### src/rtl/types_amba_pkg.sv
// types_amba_pkg: system bus constants shared across AMBA-attached blocks
package types_amba_pkg;
  localparam int CFG_SYSBUS_ADDR_BITS = 48;
endpackage

### src/rtl/sram_ctrl_pkg.sv
// sram_ctrl_pkg: FSM state and register types for axi4_sram_ctrl
package sram_ctrl_pkg;
  import types_amba_pkg::*;
  typedef enum logic [1:0] {IDLE, ACCESS, WAIT, RESP} state_e;
  // sized for the widest legal data bus; narrower builds use the low slices
  typedef struct packed {
    state_e state;
    logic [CFG_SYSBUS_ADDR_BITS-1:0] addr;
    logic write;
    logic [127:0] wdata;
    logic [15:0] wstrb;
    logic err;
    logic [127:0] rdata;
    logic [2:0] cnt;
  } regs_t;
  localparam regs_t REGS_RST = '{state: IDLE, default: '0};
endpackage

### src/rtl/axi4_sram_ctrl_if.sv
// axi4_sram_ctrl_if: request/response channel between axi_slv and the SRAM controller
interface axi4_sram_ctrl_if #(parameter int log2_dbytes = 3);
  logic req_valid, req_ready, req_write, resp_valid, resp_ready, resp_err;
  logic [types_amba_pkg::CFG_SYSBUS_ADDR_BITS-1:0] req_addr;
  logic [(8<<log2_dbytes)-1:0] req_wdata, resp_rdata;
  logic [(1<<log2_dbytes)-1:0] req_wstrb;
  modport master(output req_valid, req_addr, req_write, req_wdata, req_wstrb, resp_ready,
                 input req_ready, resp_valid, resp_rdata, resp_err);
  modport slave(input req_valid, req_addr, req_write, req_wdata, req_wstrb, resp_ready,
                output req_ready, resp_valid, resp_rdata, resp_err);
endinterface

### src/rtl/axi4_sram_ctrl.sv
// axi4_sram_ctrl: single-outstanding request-to-SRAM controller with read wait states and error responses
module axi4_sram_ctrl import sram_ctrl_pkg::*; #(
  parameter int abits = 17,
  parameter int log2_dbytes = 3,
  parameter int rd_latency = 1,
  parameter int readonly = 0
) (
  input  logic i_clk,
  input  logic i_nrst,
  axi4_sram_ctrl_if.slave bus,
  output logic o_mem_cs,
  output logic o_mem_we,
  output logic [abits-log2_dbytes-1:0] o_mem_addr,
  output logic [(1<<log2_dbytes)-1:0] o_mem_wstrb,
  output logic [(8<<log2_dbytes)-1:0] o_mem_wdata,
  input  logic [(8<<log2_dbytes)-1:0] i_mem_rdata
);
  localparam int dw = 8 << log2_dbytes;
  localparam int sw = 1 << log2_dbytes;
  regs_t r_q, r_d;
  logic unused_bits;
  always_comb begin
    r_d = r_q;
    unique case (r_q.state)
      IDLE: if (bus.req_valid) begin
        r_d.addr = bus.req_addr;
        r_d.write = bus.req_write;
        r_d.wdata = 128'(bus.req_wdata);
        r_d.wstrb = 16'(bus.req_wstrb);
        r_d.rdata = '0;
        r_d.err = (bus.req_addr >> abits) != '0 || (readonly != 0 && bus.req_write);
        r_d.state = r_d.err ? RESP : ACCESS;
      end
      ACCESS: begin
        r_d.cnt = 3'(rd_latency - 1);
        r_d.state = (r_q.write || rd_latency == 1) ? RESP : WAIT;
        if (!r_q.write && rd_latency == 1) r_d.rdata = 128'(i_mem_rdata);
      end
      WAIT: begin
        r_d.cnt = r_q.cnt - 3'd1;
        if (r_q.cnt == 3'd1) begin
          r_d.rdata = 128'(i_mem_rdata);
          r_d.state = RESP;
        end
      end
      default: if (bus.resp_ready) r_d = REGS_RST;
    endcase
  end
  always_ff @(posedge i_clk or negedge i_nrst)
    if (!i_nrst) r_q <= REGS_RST;
    else r_q <= r_d;
  assign bus.req_ready = r_q.state == IDLE;
  assign bus.resp_valid = r_q.state == RESP;
  assign bus.resp_rdata = r_q.rdata[dw-1:0];
  assign bus.resp_err = r_q.err;
  assign o_mem_cs = r_q.state == ACCESS;
  assign o_mem_we = o_mem_cs && r_q.write;
  assign o_mem_addr = r_q.addr[abits-1:log2_dbytes];
  assign o_mem_wstrb = r_q.wstrb[sw-1:0];
  assign o_mem_wdata = r_q.wdata[dw-1:0];
  assign unused_bits = ^r_q;
endmodule
### src/flat_wrapper.sv
// flat-port wrapper written by rule: the top's interface ports become plain ports
module axi4_sram_ctrl_flat import sram_ctrl_pkg::*;
#(
  parameter int abits = 17,
  parameter int log2_dbytes = 3,
  parameter int rd_latency = 1,
  parameter int readonly = 0
)
  (i_clk, i_nrst, o_mem_cs, o_mem_we, o_mem_addr, o_mem_wstrb, o_mem_wdata, i_mem_rdata, bus_req_valid, bus_req_addr, bus_req_write, bus_req_wdata, bus_req_wstrb, bus_resp_ready, bus_req_ready, bus_resp_valid, bus_resp_rdata, bus_resp_err);
  axi4_sram_ctrl_if #(.log2_dbytes(log2_dbytes)) bus_i ();
  input  logic i_clk;
  input  logic i_nrst;
  output logic o_mem_cs;
  output logic o_mem_we;
  output logic [abits-log2_dbytes-1:0] o_mem_addr;
  output logic [(1<<log2_dbytes)-1:0] o_mem_wstrb;
  output logic [(8<<log2_dbytes)-1:0] o_mem_wdata;
  input  logic [(8<<log2_dbytes)-1:0] i_mem_rdata;
  input wire logic [$bits(bus_i.req_valid)-1:0] bus_req_valid;
  input wire logic [$bits(bus_i.req_addr)-1:0] bus_req_addr;
  input wire logic [$bits(bus_i.req_write)-1:0] bus_req_write;
  input wire logic [$bits(bus_i.req_wdata)-1:0] bus_req_wdata;
  input wire logic [$bits(bus_i.req_wstrb)-1:0] bus_req_wstrb;
  input wire logic [$bits(bus_i.resp_ready)-1:0] bus_resp_ready;
  output wire logic [$bits(bus_i.req_ready)-1:0] bus_req_ready;
  output wire logic [$bits(bus_i.resp_valid)-1:0] bus_resp_valid;
  output wire logic [$bits(bus_i.resp_rdata)-1:0] bus_resp_rdata;
  output wire logic [$bits(bus_i.resp_err)-1:0] bus_resp_err;
  assign bus_i.req_valid = bus_req_valid;
  assign bus_i.req_addr = bus_req_addr;
  assign bus_i.req_write = bus_req_write;
  assign bus_i.req_wdata = bus_req_wdata;
  assign bus_i.req_wstrb = bus_req_wstrb;
  assign bus_i.resp_ready = bus_resp_ready;
  assign bus_req_ready = bus_i.req_ready;
  assign bus_resp_valid = bus_i.resp_valid;
  assign bus_resp_rdata = bus_i.resp_rdata;
  assign bus_resp_err = bus_i.resp_err;
  axi4_sram_ctrl #(.abits(abits), .log2_dbytes(log2_dbytes), .rd_latency(rd_latency), .readonly(readonly)) u_core (.i_clk(i_clk), .i_nrst(i_nrst), .bus(bus_i), .o_mem_cs(o_mem_cs), .o_mem_we(o_mem_we), .o_mem_addr(o_mem_addr), .o_mem_wstrb(o_mem_wstrb), .o_mem_wdata(o_mem_wdata), .i_mem_rdata(i_mem_rdata));
endmodule
### config.mk
export PLATFORM = sky130hd
export DESIGN_NAME = axi4_sram_ctrl_flat
export DESIGN_NICKNAME = d
export VERILOG_FILES = /design/src/rtl/types_amba_pkg.sv /design/src/rtl/sram_ctrl_pkg.sv /design/src/rtl/axi4_sram_ctrl_if.sv /design/src/rtl/axi4_sram_ctrl.sv /design/src/flat_wrapper.sv
export SDC_FILE = /design/constraint.sdc
export NUM_CORES = 1
export LEC_CHECK = 0
export BUFFER_PORTS_ARGS = -buffer_cell sky130_fd_sc_hd__clkbuf_2
export CAP_MARGIN = 20
export CORE_MARGIN = 5
export CORE_UTILIZATION = 25
export CTS_BUF_LIST = sky130_fd_sc_hd__clkbuf_4
export CTS_CLUSTER_SIZE = 30
export DETAILED_ROUTE_END_ITERATION = 8
export SLEW_MARGIN = 30
export SYNTH_ARGS = -nofsm -noshare
export SYNTH_HDL_FRONTEND = slang
export SYNTH_SLANG_ARGS = --single-unit
### constraint.sdc
create_clock -name i_clk -period 4.8 [get_ports i_clk]
set_input_delay 0.48 -clock i_clk [delete_from_list [all_inputs] [get_ports i_clk]]
set_output_delay 0.48 -clock i_clk [all_outputs]
set_load 0.02 [all_outputs]
==> results.yml <==
clock_network:
  numCtsBuffers: 17
  clock_sinks: 157
  post_cts_resized: 0
  clock_tree.root_cell: "clkbuf_4"
  clock_path_buffers: 2
  htreeDepth: 4
  cts.clk_slew.worst_paths_ps: 180
  clock_latency_ps: 550
  cts_tree: "yes"
synth:
  synth_seq_cells: 157
  yosys.cell_types.count: 30
  ys.flop_type: "dfrtp_1"
  async_reset_ff_share_pct: 100
  synth_nets: 867
  synth.top_cell.area_share_pct: 51.9
  yosys_warnings: 0
  syn_inst: 672
  synth-edff-count: 0
  ys_top_cells_by_area: "dfrtp_1, buf_4, a22o_1"
  synth_seq_area_share_pct: 51.9
  syn-cell-area_mm2: 0.00757
  synth.most_common_cell: "dfrtp_1"
  syn_area_per_cell_um2: 11.3
  netlist.top_cell.by_area: "dfrtp_1"
  synth.top_cells.by_count: "dfrtp_1, buf_4, a22o_1"
die:
  start_util_pct: 25.4
  core_area_mm2: 0.0298
  rows: 63
  die_w_um: 184
  io_pins: 344
  die_h_um: 184
  dieArea_mm2: 0.0339
critical_path:
  setup.worst_path.start_class: "register"
  crit_end: "u_core.o_mem_wdata[30]$_DFFE_PN0P_"
  crit_type: "register to register"
  crit_required_ps: 5280
  critPathCaptureType: "register"
  critPathMaxFanout: 55
  rr_startpoint: "u_core.r_q[326]$_DFFE_PN0P_"
  cp.arrival_ps: 3440
  critPathLaunch: "u_core.r_q[326]$_DFFE_PN0P_"
  reg2reg_to: "u_core.o_mem_wdata[30]$_DFFE_PN0P_"
  r2r_slack_ps: 1840
  ff2ff_path_depth: 5
timing:
  skew_ps: 23.4
  max_clock_freq_mhz: 338
  drv_slew: 0
  rsz0062_at_grt: "false"
  setup_viol_count_final: 0
  finalCritPeriodShare_pct: 61.7
  holdWs_ps: 124
  worstMarginPinSlew_ps: 897
  hold_viol: 0
  period_minus_slack_ps: 2960
  relSlewSlack_pct: 40.0
  fin_tns_setup_ps: 0
finish:
  final_nets: 1050
  post-route-util_pct: 29.4
  syn_to_final_growth_pct: 15.9
  drive_gt1_share_pct: 44.6
  fillers: 3119
job:
  maxCapViolations: 0
placement:
  gp_congestion: 0.782
  io_buffers: 340
  dpl.hpwl_um: 14300
power_and_ir_drop:
  vdd_drop_max_mv: 0.267
  power.leakage_nw: 4.88
  powerDensity_mw_per_mm2: 674
  total_power_w: 0.00591
status:
  status: "complete, no violations"
grt:
  grt_start_max_net_pins: 88
  overflow: 0
  grt_pass1_wl_um: 29800
  gr-usage-all-layers_pct: 11.2
  grt_pass1_vias: 5471
  antenna_found_initial: 3
drt:
  viasPerCell: 4.06
  drtIter0Drc: 128
  routed_wirelength_um: 19400
  antenna_left: 0
  drc: 0
  dr.pass1.iters: 4
  vias: 5112
  drt-wirelength-per-cell_um: 15.4
worst_hold_path:
  min_path_type: "primary input to register"
## critical path, cell delays in order, from the launching register on
cell and delay [ps]:
dfrtp_1 450, inv_1 140, ha_2 780, a21o_2 640, buf_4 590, a22o_1 240
## report_power, final
| group | internal (W) | switching [W] | total [W] |
|---|---|---|---|
| clock | 0.000244 | 0.000586 | 0.000830 |
| sequential | 0.00182 | 0.000283 | 0.00210 |
| combinational | 0.00111 | 0.00186 | 0.00298 |
| total | 0.00318 | 0.00273 | 0.00591 |
## sequential cells by signal, indices dropped and copies added (netlist names)
| name | flops |
|---|---|
| u_core.r_q | 6 |
| u_core.bus.resp_rdata | 64 |
| u_core.o_mem_wdata | 64 |
| u_core.bus.resp_err | 1 |
| u_core.o_mem_addr | 14 |
| u_core.o_mem_wstrb | 8 |
## cell families (layout without fill, tap and decap cells)
group	after synthesis	in the layout	synth area share, %
buffers and inverters	253	449	21.4
adder cells (fa/ha/maj)	6	6	0.992
flip-flops	157	157	51.9
other	0	1	0
AND/OR/NAND/NOR	92	92	5.40
multiplexers	66	66	8.73
AO/OA/AOI/OAI	98	98	11.6
## final cells by class
type	count	area [um2]	share of cell area (%)
Antenna cell	1	2.50	0.0285
Clock buffer	17	128	1.45
Clock inverter	15	163	1.85
Inverter	69	259	2.95
Multi-Input combinational cell	262	2030	23.2
Sequential cell	157	3930	44.8
Tap cell	390	488	5.56
Timing Repair Buffer	348	1770	20.2
## placed cells by master (no fill, tap or decap), types with 2 or more instances in the layout
cell,Yosys,layout
o221ai_1,3,3
nor2_1,3,3
inv_1,69,69
clkbuf_4,0,17
mux2i_1,66,66
ha_1,6,5
buf_4,151,7
inv_6,0,5
nor4_1,7,7
inv_8,0,5
nand4_1,2,2
nand2_1,68,68
nor2b_1,3,3
clkbuf_2,0,339
dfrtp_1,157,157
a22o_1,88,88
nand3b_1,2,2
clkinv_8,0,3
nand2b_4,1,2
## what timing repair did
action / 4_1_cts / 5_1_grt
hold buffers: 1 / 0
buffers inserted: 0 / 0
endpoints found under the setup margin: 0 / 0
endpoints found under the hold margin: 85 / 0
## routing by layer
layer / vias to the layer above / share of wire (%) / global-route usage, %
li1: 2451 / - / -
met1: 2430 / 42 / 13.8
met2: 212 / 48 / 18.6
met3: 15 / 9.0 / 4.04
met4: 4 / 0.83 / 2.75
met5: - / 0.14 / 0
## per-stage QoR
step / instance area [um2] / setup WS (ps) / cells
finish: 8770 / 1840 / 1259
global route: 8770 / 1600 / 1259
CTS: 8770 / 1760 / 1258
detailed placement: 8470 / 1790 / 1225
global placement: 8470 / 1840 / 1225
floorplan: 7570 / 2900 / 672
## worst min path at each step
| stage | endpoint | cells past startpoint | from |
|---|---|---|---|
| floorplan | u_core.bus.resp_err$_DFFE_PN0P_ | 0 | i_nrst |
| global placement | u_core.bus.resp_err$_DFFE_PN0P_ | 2 | u_core.bus.resp_err$_DFFE_PN0P_ |
| detailed placement | u_core.bus.resp_err$_DFFE_PN0P_ | 2 | u_core.bus.resp_err$_DFFE_PN0P_ |
| CTS | u_core.o_mem_addr[4]$_DFFE_PN0P_ | 2 | bus_req_addr[7] |
| global route | u_core.o_mem_wdata[14]$_DFFE_PN0P_ | 2 | bus_req_wdata[14] |
| finish | u_core.o_mem_addr[4]$_DFFE_PN0P_ | 2 | bus_req_addr[7] |
Note: power is estimated with default switching activity, not from simulation.
